File: config.mk
export PLATFORM = sky130hd
export DESIGN_NAME = galvo_dac_writer
export DESIGN_NICKNAME = d
export VERILOG_FILES = /design/src/rtl/galvo_pkg.sv /design/src/rtl/spi_word_tx.sv /design/src/rtl/galvo_dac_writer.sv
export SDC_FILE = /design/constraint.sdc
export NUM_CORES = 1
export LEC_CHECK = 0
export BUFFER_PORTS_ARGS = -buffer_cell sky130_fd_sc_hd__buf_2
export CAP_MARGIN = 20
export CORE_MARGIN = 2
export CORE_UTILIZATION = 35
export DETAILED_ROUTE_END_ITERATION = 10
export GPL_TIMING_DRIVEN = 1
export PLACE_DENSITY = 0.54
export SLEW_MARGIN = 10
export SYNTH_ARGS = -nofsm -noshare
export SYNTH_HDL_FRONTEND = slang
export SYNTH_SLANG_ARGS = --single-unit
File: constraint.sdc
create_clock -name clk -period 3.9 [get_ports clk]
set_clock_uncertainty 0.1 [all_clocks]
set_input_delay 0.39 -clock clk [delete_from_list [all_inputs] [get_ports clk]]
set_output_delay 0.39 -clock clk [all_outputs]
set_load 0.005 [all_outputs]
File: src/rtl/galvo_pkg.sv
// galvo_pkg
// Shared definitions for the galvo DAC writer: the controller state enum,
// the DAC word and code widths, the default command nibbles for the X and
// Y words, and a helper that assembles one 16-bit DAC word.
package galvo_pkg;

   localparam int WORD_W = 16;                 // bits per DAC frame
   localparam int CODE_W = 12;                 // galvo code width
   localparam int CMD_W  = WORD_W - CODE_W;    // command nibble width

   // Channel A / channel B, unbuffered, 1x gain, active.
   localparam logic [CMD_W-1:0] CFG_X_DEFAULT = 4'b0011;
   localparam logic [CMD_W-1:0] CFG_Y_DEFAULT = 4'b1011;

   typedef enum logic [2:0] {
      ST_IDLE,
      ST_LOAD,
      ST_SHIFT_X,
      ST_GAP,
      ST_SHIFT_Y,
      ST_LATCH
   } state_e;

   // Command nibble goes out first, then the code, MSB first.
   function automatic logic [WORD_W-1:0] dac_word(input logic [CMD_W-1:0]  cmd,
                                                  input logic [CODE_W-1:0] code);
      return {cmd, code};
   endfunction

endpackage

File: src/rtl/spi_word_tx.sv
// spi_word_tx
// Shifts one 16-bit word out MSB first with a divided serial clock.
// Each bit is CLK_DIV cycles with sclk low followed by CLK_DIV cycles with
// sclk high; data only moves while sclk is low, so it is stable across
// every rising edge. A full word takes 32*CLK_DIV cycles after start.
//
// Ports
//   clk      system clock (rising edge)
//   reset    synchronous, active-high; aborts any word in flight
//   start_i  one-cycle pulse: load word_i and begin shifting
//   word_i   word to send, sampled on start_i
//   sclk_o   serial clock, idle low (registered)
//   sdi_o    serial data, MSB first (registered)
//   done_o   high during the final cycle of bit 0's high phase
module spi_word_tx
   import galvo_pkg::*;
#(
   parameter int CLK_DIV = 2
) (
   input  logic              clk,
   input  logic              reset,
   input  logic              start_i,
   input  logic [WORD_W-1:0] word_i,
   output logic              sclk_o,
   output logic              sdi_o,
   output logic              done_o
);

   localparam int              BIT_W    = $clog2(WORD_W);
   localparam logic [BIT_W-1:0] BIT_LAST = BIT_W'(WORD_W - 1);
   localparam logic [7:0]      DIV_LAST = 8'(CLK_DIV - 1);

   logic              active_q;
   logic              sclk_q;
   logic [WORD_W-1:0] shift_q;
   logic [BIT_W-1:0]  bit_q;
   logic [7:0]        div_q;
   logic              phase_end;

   assign phase_end = (div_q == DIV_LAST);

   // NOTE: state registers use non-blocking assignments so every flop
   // samples the pre-edge values, independent of statement order.
   always_ff @(posedge clk) begin
      if (reset) begin
         active_q <= 1'b0;
         sclk_q   <= 1'b0;
         shift_q  <= '0;
         bit_q    <= '0;
         div_q    <= '0;
      end else if (start_i) begin
         active_q <= 1'b1;
         sclk_q   <= 1'b0;
         shift_q  <= word_i;
         bit_q    <= '0;
         div_q    <= '0;
      end else if (active_q) begin
         if (!phase_end) begin
            div_q <= div_q + 8'd1;
         end else begin
            div_q <= '0;
            if (!sclk_q) begin
               sclk_q <= 1'b1;
            end else begin
               // Falling edge of sclk: the only place the data bit advances.
               sclk_q <= 1'b0;
               if (bit_q == BIT_LAST) begin
                  active_q <= 1'b0;
               end else begin
                  bit_q   <= bit_q + BIT_W'(1);
                  shift_q <= {shift_q[WORD_W-2:0], 1'b0};
               end
            end
         end
      end
   end

   assign sclk_o = sclk_q;
   assign sdi_o  = shift_q[WORD_W-1];
   assign done_o = active_q && sclk_q && phase_end && (bit_q == BIT_LAST);

endmodule

File: src/rtl/galvo_dac_writer.sv
// galvo_dac_writer
// On each update strobe, takes one (x, y, laser) point and writes it to a
// dual-channel SPI DAC as two 16-bit frames ({CFG_X, x} then {CFG_Y, y}),
// then pulses LDAC so both galvo axes move together and applies the laser
// bit at the same moment. Strobes with no point or during a transfer set
// sticky underrun / overrun flags.
//
// Ports
//   clk, reset              clock and synchronous active-high reset
//   strobe_in               one-cycle update tick
//   point_valid/_x/_y/_laser  offered point
//   point_ready             one-cycle accept pulse
//   dac_cs_n, dac_sclk, dac_sdi, dac_ldac_n   DAC serial interface
//   laser_out               laser modulation
//   busy                    high from LOAD through LATCH
//   underrun, overrun       sticky error flags
module galvo_dac_writer
   import galvo_pkg::*;
#(
   parameter int               CLK_DIV = 2,
   parameter logic [CMD_W-1:0] CFG_X   = CFG_X_DEFAULT,
   parameter logic [CMD_W-1:0] CFG_Y   = CFG_Y_DEFAULT
) (
   input  logic              clk,
   input  logic              reset,
   input  logic              strobe_in,
   input  logic              point_valid,
   input  logic [CODE_W-1:0] point_x,
   input  logic [CODE_W-1:0] point_y,
   input  logic              point_laser,
   output logic              point_ready,
   output logic              dac_cs_n,
   output logic              dac_sclk,
   output logic              dac_sdi,
   output logic              dac_ldac_n,
   output logic              laser_out,
   output logic              busy,
   output logic              underrun,
   output logic              overrun
);

   localparam logic [8:0] GAP_LAST   = 9'(CLK_DIV - 1);
   localparam logic [8:0] LATCH_LAST = 9'(2 * CLK_DIV - 1);

   state_e            state_q;
   logic              cs_n_q;
   logic              ldac_n_q;
   logic              laser_q;
   logic              ready_q;
   logic              busy_q;
   logic              underrun_q;
   logic              overrun_q;
   logic [8:0]        cnt_q;
   logic [CODE_W-1:0] x_q;
   logic [CODE_W-1:0] y_q;
   logic              laser_cap_q;

   logic              accept;
   logic              spi_start;
   logic              spi_done;
   logic [WORD_W-1:0] spi_word_d;

   assign accept = (state_q == ST_IDLE) && strobe_in && point_valid;

   // The shifter is started from LOAD with the X word and from the last
   // GAP cycle with the Y word.
   // NOTE: every signal gets a default before the case so no path leaves
   // it unassigned, which would infer a latch.
   always_comb begin
      spi_start  = 1'b0;
      spi_word_d = dac_word(CFG_Y, y_q);
      case (state_q)
         ST_LOAD: begin
            spi_start  = 1'b1;
            spi_word_d = dac_word(CFG_X, x_q);
         end
         ST_GAP:  spi_start = (cnt_q == GAP_LAST);
         default: ;
      endcase
   end

   // NOTE: the point capture registers carry no reset; they are always
   // written on accept before anything reads them.
   always_ff @(posedge clk) begin
      if (accept) begin
         x_q         <= point_x;
         y_q         <= point_y;
         laser_cap_q <= point_laser;
      end
   end

   always_ff @(posedge clk) begin
      if (reset) begin
         state_q    <= ST_IDLE;
         cs_n_q     <= 1'b1;
         ldac_n_q   <= 1'b1;
         laser_q    <= 1'b0;
         ready_q    <= 1'b0;
         busy_q     <= 1'b0;
         underrun_q <= 1'b0;
         overrun_q  <= 1'b0;
         cnt_q      <= '0;
      end else begin
         ready_q <= 1'b0;
         // busy_q is still high on the edge where LATCH ends, so a strobe
         // landing on that edge is an overrun, not a new point.
         if (strobe_in && busy_q) overrun_q <= 1'b1;

         case (state_q)
            ST_IDLE: begin
               if (strobe_in) begin
                  if (point_valid) begin
                     ready_q <= 1'b1;
                     busy_q  <= 1'b1;
                     state_q <= ST_LOAD;
                  end else begin
                     underrun_q <= 1'b1;
                     laser_q    <= 1'b0;
                  end
               end
            end
            ST_LOAD: begin
               cs_n_q  <= 1'b0;
               state_q <= ST_SHIFT_X;
            end
            ST_SHIFT_X: begin
               if (spi_done) begin
                  cs_n_q  <= 1'b1;
                  cnt_q   <= '0;
                  state_q <= ST_GAP;
               end
            end
            ST_GAP: begin
               if (cnt_q == GAP_LAST) begin
                  cs_n_q  <= 1'b0;
                  state_q <= ST_SHIFT_Y;
               end else begin
                  cnt_q <= cnt_q + 9'd1;
               end
            end
            ST_SHIFT_Y: begin
               if (spi_done) begin
                  cs_n_q   <= 1'b1;
                  ldac_n_q <= 1'b0;
                  laser_q  <= laser_cap_q;
                  cnt_q    <= '0;
                  state_q  <= ST_LATCH;
               end
            end
            ST_LATCH: begin
               if (cnt_q == LATCH_LAST) begin
                  ldac_n_q <= 1'b1;
                  busy_q   <= 1'b0;
                  state_q  <= ST_IDLE;
               end else begin
                  cnt_q <= cnt_q + 9'd1;
               end
            end
            default: state_q <= ST_IDLE;
         endcase
      end
   end

   spi_word_tx #(
      .CLK_DIV (CLK_DIV)
   ) u_spi (
      .clk     (clk),
      .reset   (reset),
      .start_i (spi_start),
      .word_i  (spi_word_d),
      .sclk_o  (dac_sclk),
      .sdi_o   (dac_sdi),
      .done_o  (spi_done)
   );

   assign point_ready = ready_q;
   assign dac_cs_n    = cs_n_q;
   assign dac_ldac_n  = ldac_n_q;
   assign laser_out   = laser_q;
   assign busy        = busy_q;
   assign underrun    = underrun_q;
   assign overrun     = overrun_q;

endmodule

Word level (Yosys, flattened, before mapping)
Index checks and enable logic that the tools add are counted.
{"block": "op_classes", "n_bitwise": 4, "reduce_logical": 28, "n_addsub": 3, "mux": 40, "n_eq_ne": 20}
{"op": "two-way mux 16 bit", "n": 6}
{"op": "two-way mux 9 bit", "n": 3}
{"op": "one-hot mux 9 bit (3 select lines)", "n": 1}
{"op": "inequality test 2 bit (second input constant)", "n": 10}
{"op": "AND reduction 4 bit", "n": 5}
{"op": "two-way mux 3 bit", "n": 6}
{"op": "one-hot mux 3 bit (6 select lines)", "n": 1}
{"op": "two-way mux 1 bit", "n": 17}
{"op": "nonzero test 2 bit", "n": 6}
{"op": "adder 9 x 1 -> 9 bit (second input constant)", "n": 1}
{"op": "== test 9 x 1 -> 1 bit (second input constant)", "n": 1}
{"op": "== test 9 x 2 -> 1 bit (second input constant)", "n": 1}
{"op": "AND reduction 3 bit", "n": 3}
{"op": "adder 8 x 1 -> 8 bit (second input constant)", "n": 1}
{"op": "== test 8 x 1 -> 1 bit (second input constant)", "n": 1}
{"op": "two-way mux 8 bit", "n": 1}
{"op": "one-hot mux 1 bit (2 select lines)", "n": 4}
{"op": "== test 3 x 2 -> 1 bit (second input constant)", "n": 2}
{"op": "== test 3 bit (second input constant)", "n": 2}
{"op": "logical AND 1 bit", "n": 6}
{"op": "AND reduction 6 bit", "n": 1}
{"op": "nonzero test 3 bit", "n": 2}
{"op": "adder 4 x 1 -> 4 bit (second input constant)", "n": 1}
{"op": "== test 4 bit (second input constant)", "n": 1}
{"op": "other kinds (8)", "n": 12}
{"block": "word_totals", "word_cells": 112, "ff_bits": 74}

Depth between registers and ports, before layout
{"block": "depth", "ltp_word": 6, "mapped_depth": 8}

Modules after synthesis
From an unflattened synthesis, not the netlist that was laid out.
{"block": "unflattened", "cells_unflattened": 340, "hier_area_um2": 3424.5}
{"module": "galvo_dac_writer", "cells_per_inst": 176, "seq_area_each_um2": 1131.1, "area_per_inst_um2": 2019.4, "instances": 1}
{"module": "spi_word_tx", "cells_per_inst": 164, "seq_area_each_um2": 600.6, "area_per_inst_um2": 1405.1, "instances": 1}

Least setup slack after synthesis
No wires, ideal clock.
{"block": "synth_timing", "path_type": "register to register", "from": "reg state_q[1]", "to": "reg laser_cap_q (enable)", "path_stages_with_launch": 5, "n_path_buf": 1, "slack_ns": 1.970, "required_ns": 3.420, "arrival_time_ns": 1.450, "path_cell_list": "dfxtp_1 -> buf_2 -> nor2_1 -> nand3_1 -> inv_1"}
{"block": "synth_between", "elab_chain_len": 3}
{"item": "from (decl)", "line": "galvo_dac_writer.sv:45", "rtl": "state_e state_q;"}
{"item": "from (signal assigned)", "line": "galvo_dac_writer.sv:94", "rtl": "state_q <= ST_IDLE;"}
{"item": "from (signal assigned)", "line": "galvo_dac_writer.sv:115", "rtl": "state_q <= ST_LOAD;"}
{"item": "from (signal assigned)", "line": "galvo_dac_writer.sv:124", "rtl": "state_q <= ST_SHIFT_X;"}
{"item": "logical NOT 3 bit", "line": "galvo_dac_writer.sv:63", "rtl": "assign accept = (state_q == ST_IDLE) && strobe_in && point_valid;"}
{"item": "logical AND 1 bit (2 in a row)", "line": "galvo_dac_writer.sv:63"}
{"item": "named net accept", "line": "galvo_dac_writer.sv:58", "rtl": "logic accept;"}
{"item": "to (signal assigned)", "line": "galvo_dac_writer.sv:88", "rtl": "laser_cap_q <= point_laser;"}
{"item": "to (decl)", "line": "galvo_dac_writer.sv:56", "rtl": "logic laser_cap_q;"}
The timed path passes the listed nets, and every way through them passes these cells.
A chain may end at the register's enable or synchronous reset.

Worst setup path in the final report
{"block": "layout_timing", "from": "reg state_q[0]", "to": "reg x_q[3] (enable)"}
{"block": "layout_between", "elab_chain_len": 3}
{"item": "logical NOT 3 bit", "line": "galvo_dac_writer.sv:63"}
{"item": "logical AND 1 bit (2 in a row)", "line": "galvo_dac_writer.sv:63"}
{"item": "named net accept", "line": "galvo_dac_writer.sv:58"}
{"item": "to (signal assigned)", "line": "galvo_dac_writer.sv:86", "rtl": "x_q <= point_x;"}
{"item": "to (decl)", "line": "galvo_dac_writer.sv:54", "rtl": "logic [CODE_W-1:0] x_q;"}
The timed path passes the listed nets, and every way through them passes these cells.

==> impl_metrics.py <==
metrics = {
    "setup_path": {
        "crit_path_end_kind": "flop",
        "critPathLaunchType": "flop",
        "cp_num_buf_inv": 1,
        "critPathMaxFanout": 25,
        "timing.setup.critical_path_class": "flop to flop",
        "worst_stage_delay_on_the_critical_path_ns": 0.74,
        "endpoint_arrival_time_on_the_critical_path_ns": 2.20,
        "worstPathCellList": "nor2_1 > nand3_1 > inv_1",
        "worst_ep_required_time_ns": 3.76,
        "slowest_stage": "inv_1",
        "cp_top_family": "buffers and inverters",
    },
    "detailed_routing": {
        "drt_first_iter_violations": 54,
        "route.detailed.wl_per_inst_um": 13.1,
        "totalWireLength_mm": 5.96,
        "ant_nets": 0,
        "routed_via_density": 4.95,
        "detailroute.via_count": 2243,
        "drc": 0,
        "drt_pass1_iterations": 4,
    },
    "floorplan": {
        "row_count": 35,
        "ios": 38,
        "die-area_mm2": 0.0100,
        "dieHeight_um": 100,
        "start_util_pct": 35.5,
        "core_area_mm2": 0.00911,
        "die_width_um": 100,
    },
    "layout": {
        "post_route_cells_drive_above_1_share_pct": 21.6,
        "instances_no_fill": 453,
        "area_growth_syn_to_layout_pct": 13.8,
        "fill_cells": 914,
        "final-seq-area_mm2": 0.00173,
        "fin_nets": 371,
        "multiInputGateArea_mm2": 0.00141,
        "most_frequent_standard_cell_in_the_layout_excluding_fill_and_tap_cells": "dfxtp_1",
        "final_cell_mix": "dfxtp_1 (49), buf_2 (37), nor2_1 (31), a21oi_1 (26), edfxtp_1 (25)",
        "n_antenna_cell": 0,
        "post-route-cell-area_mm2": 0.00368,
    },
    "synth": {
        "async_reset_ff_share_pct": 0,
        "number_of_enable_flip_flop_cells_after_synthesis": 25,
        "yosysTopAreaCell": "dfxtp_1",
        "synth.distinct_cells": 46,
        "ys_ff_latch": 74,
        "avgSynthCellArea_um2": 10.8,
        "syn_inst": 300,
        "ys.flop_type": "dfxtp_1",
        "syn_area_mm2": 0.00324,
        "ys_top_cells_by_area": "dfxtp_1 (30%), edfxtp_1 (23%), mux2i_1 (5.3%), a21oi_1 (4.0%), mux2_2 (3.8%)",
        "synth.net_count": 334,
        "synth_sequential_area_ratio_pct": 53.5,
        "synth.top_cell.area_share_pct": 30.3,
        "synth.yosys.warnings": 0,
    },
    "cts": {
        "clock_tree_from_tritoncts": "done",
        "cts_made_buffers": 9,
        "cts-resized-gates": 0,
        "clock_pin_slew_reported_for_the_worst_setup_and_hold_paths_after_clock_tree_synthesis_ns": 0.08,
        "ctsLongestPathBuffers": 2,
        "later_pin_clock_latency_in_the_skew_report_ns": 0.34,
        "clock_sink_total": 74,
        "cts-hold-fix-buffers": 0,
        "clock-root-buffer": "clkbuf_8",
        "postCtsSetupBuffers": 0,
        "htree_levels": 3,
    },
    "power_and_ir_drop": {
        "total_leakage_power_nw": 1.45,
        "total_power_density_per_cell_area_mw_per_mm2": 544,
        "ir_drop_uv": 283,
    },
    "place": {
        "dp.final_hpwl_mm": 3.99,
        "dpl_cell_area_mm2": 0.00350,
        "numPortBuffers": 37,
        "routability_congestion": 0.761,
        "dp.cells": 437,
    },
    "run": {
        "cap_viol_max_count": 0,
    },
    "timing": {
        "min_clock_period_post_route_ns": 2.34,
        "rsz0062_at_grt": "no",
        "timing.final.hold_violations": 0,
        "fin_crit_sh_pct": 59.9,
        "setup_total_negative_slack_ns": 0,
        "fmax_mhz": 428,
        "final_hold_slack_ns": 0.118,
        "slew_headroom_pct": 35.4,
        "worst_pin_slew_ns": 0.968,
        "pins_over_slew_limit": 0,
        "number_of_endpoints_failing_setup_at_the_final_stage": 0,
    },
    "grt": {
        "grt_antenna_before_repair": 0,
        "grt_first_pass_wirelength_mm": 9.83,
        "grt_max_degree": 28,
        "vias_in_the_first_global_route": 2098,
        "grtUsageTotal_pct": 12.3,
        "grt-ovfl-total": 0,
    },
    "run_status": {
        "run_status": "completed",
    },
    "worst_hold_path": {
        "min-delay-path-class": "input port to flop",
    },
}
## worst reg2reg max path, delay by kind of cell, from the launching register on
kind | cells | cell delay [ns]
flip-flops | 1 | 0.46
buffers and inverters | 1 | 0.74
AND/OR/NAND/NOR | 2 | 0.65
## routing by layer
metal / track usage [%] / share of wire (%) / up-vias
li1: - / - / 1173
met1: 15.9 / 50 / 1014
met2: 19.6 / 44 / 48
met3: 2.79 / 3.9 / 8
met4: 5.58 / 1.6 / 0
met5: 0 / 0 / -
## through the flow
stage / utilization [%] / worst slack [ns] / power [mW]
floorplan: - / 1.97 / 1.36
global placement: 38.4 / 1.66 / 1.45
detailed placement: 38.4 / 1.56 / 1.46
CTS: 40.4 / 1.55 / 2.04
global route: 40.4 / 1.35 / 2.13
finish: 40.4 / 1.56 / 2.00
## registers in the layout, summed over array words and instances (netlist names)
signal,cells
u_spi.shift_q,16
u_spi.bit_q,4
u_spi.active_q,1
y_q,12
dac_cs_n,1
laser_out,1
busy,1
point_ready,1
x_q,12
overrun,1
dac_ldac_n,1
u_spi.div_q,8
cnt_q,9
underrun,1
laser_cap_q,1
u_spi.sclk_o,1
state_q,3
## path summary, 6_finish.rpt
| check | from | endpoint | slack [ns] | cells after the start |
|---|---|---|---|---|
| worst min-delay path | point_y[3] | y_q[3] | 0.12 | 1 |
| worst max register to register | state_q[0] | x_q[3] | 1.56 | 3 |
| worst max-delay path | state_q[0] | x_q[3] | 1.56 | 3 |
| worst min register to register | overrun | overrun | 0.37 | 2 |
## synthesized netlist by cell type, types with 2 or more instances
cell type / count
a211o_1: 2
a211oi_1: 2
a21oi_1: 26
a31o_2: 2
a31oi_1: 2
and3_1: 4
and4_1: 3
and4b_1: 2
buf_2: 4
buf_4: 4
clkbuf_1: 3
dfxtp_1: 49
edfxtp_1: 25
ha_1: 5
inv_1: 6
mux2_2: 11
mux2i_1: 17
nand2_1: 16
nand2b_1: 3
nand3_1: 16
nand3_2: 2
nand3b_1: 2
nand4_1: 5
nor2_1: 31
nor2b_1: 4
o211ai_1: 4
o21ai_0: 15
o31ai_1: 5
o32ai_1: 3
xnor2_1: 4
xor2_1: 8
## cells by family (layout without fill, tap and decap cells)
logic type,count (synthesis),count (layout),synth area share [%]
AOI/OAI and AO/OA,66,66,12.7
buffers and inverters,19,61,3.05
adders and majority gates,5,5,1.93
and+or+nand+nor,96,96,16.4
xor gates and xnor gates,12,12,3.25
DFF,74,74,53.5
muxes,28,28,9.09
## area by class of cell
cell class / instances / share of cell area [%]
multi-input combinational: 207 / 38.1
clock inverter: 6 / 1.56
tap: 111 / 3.77
timing repair buffer: 39 / 5.43
sequential: 74 / 47.0
clock buffer: 10 / 3.46
inverter: 6 / 0.611
## report_power, final
part           switching (mW)  total, mW  internal (mW)
combinational           0.239      0.426          0.187
clock                   0.274      0.564          0.290
sequential             0.0917       1.01          0.921
total                   0.605       2.00           1.40
Note: power is estimated with default switching activity, not from simulation.
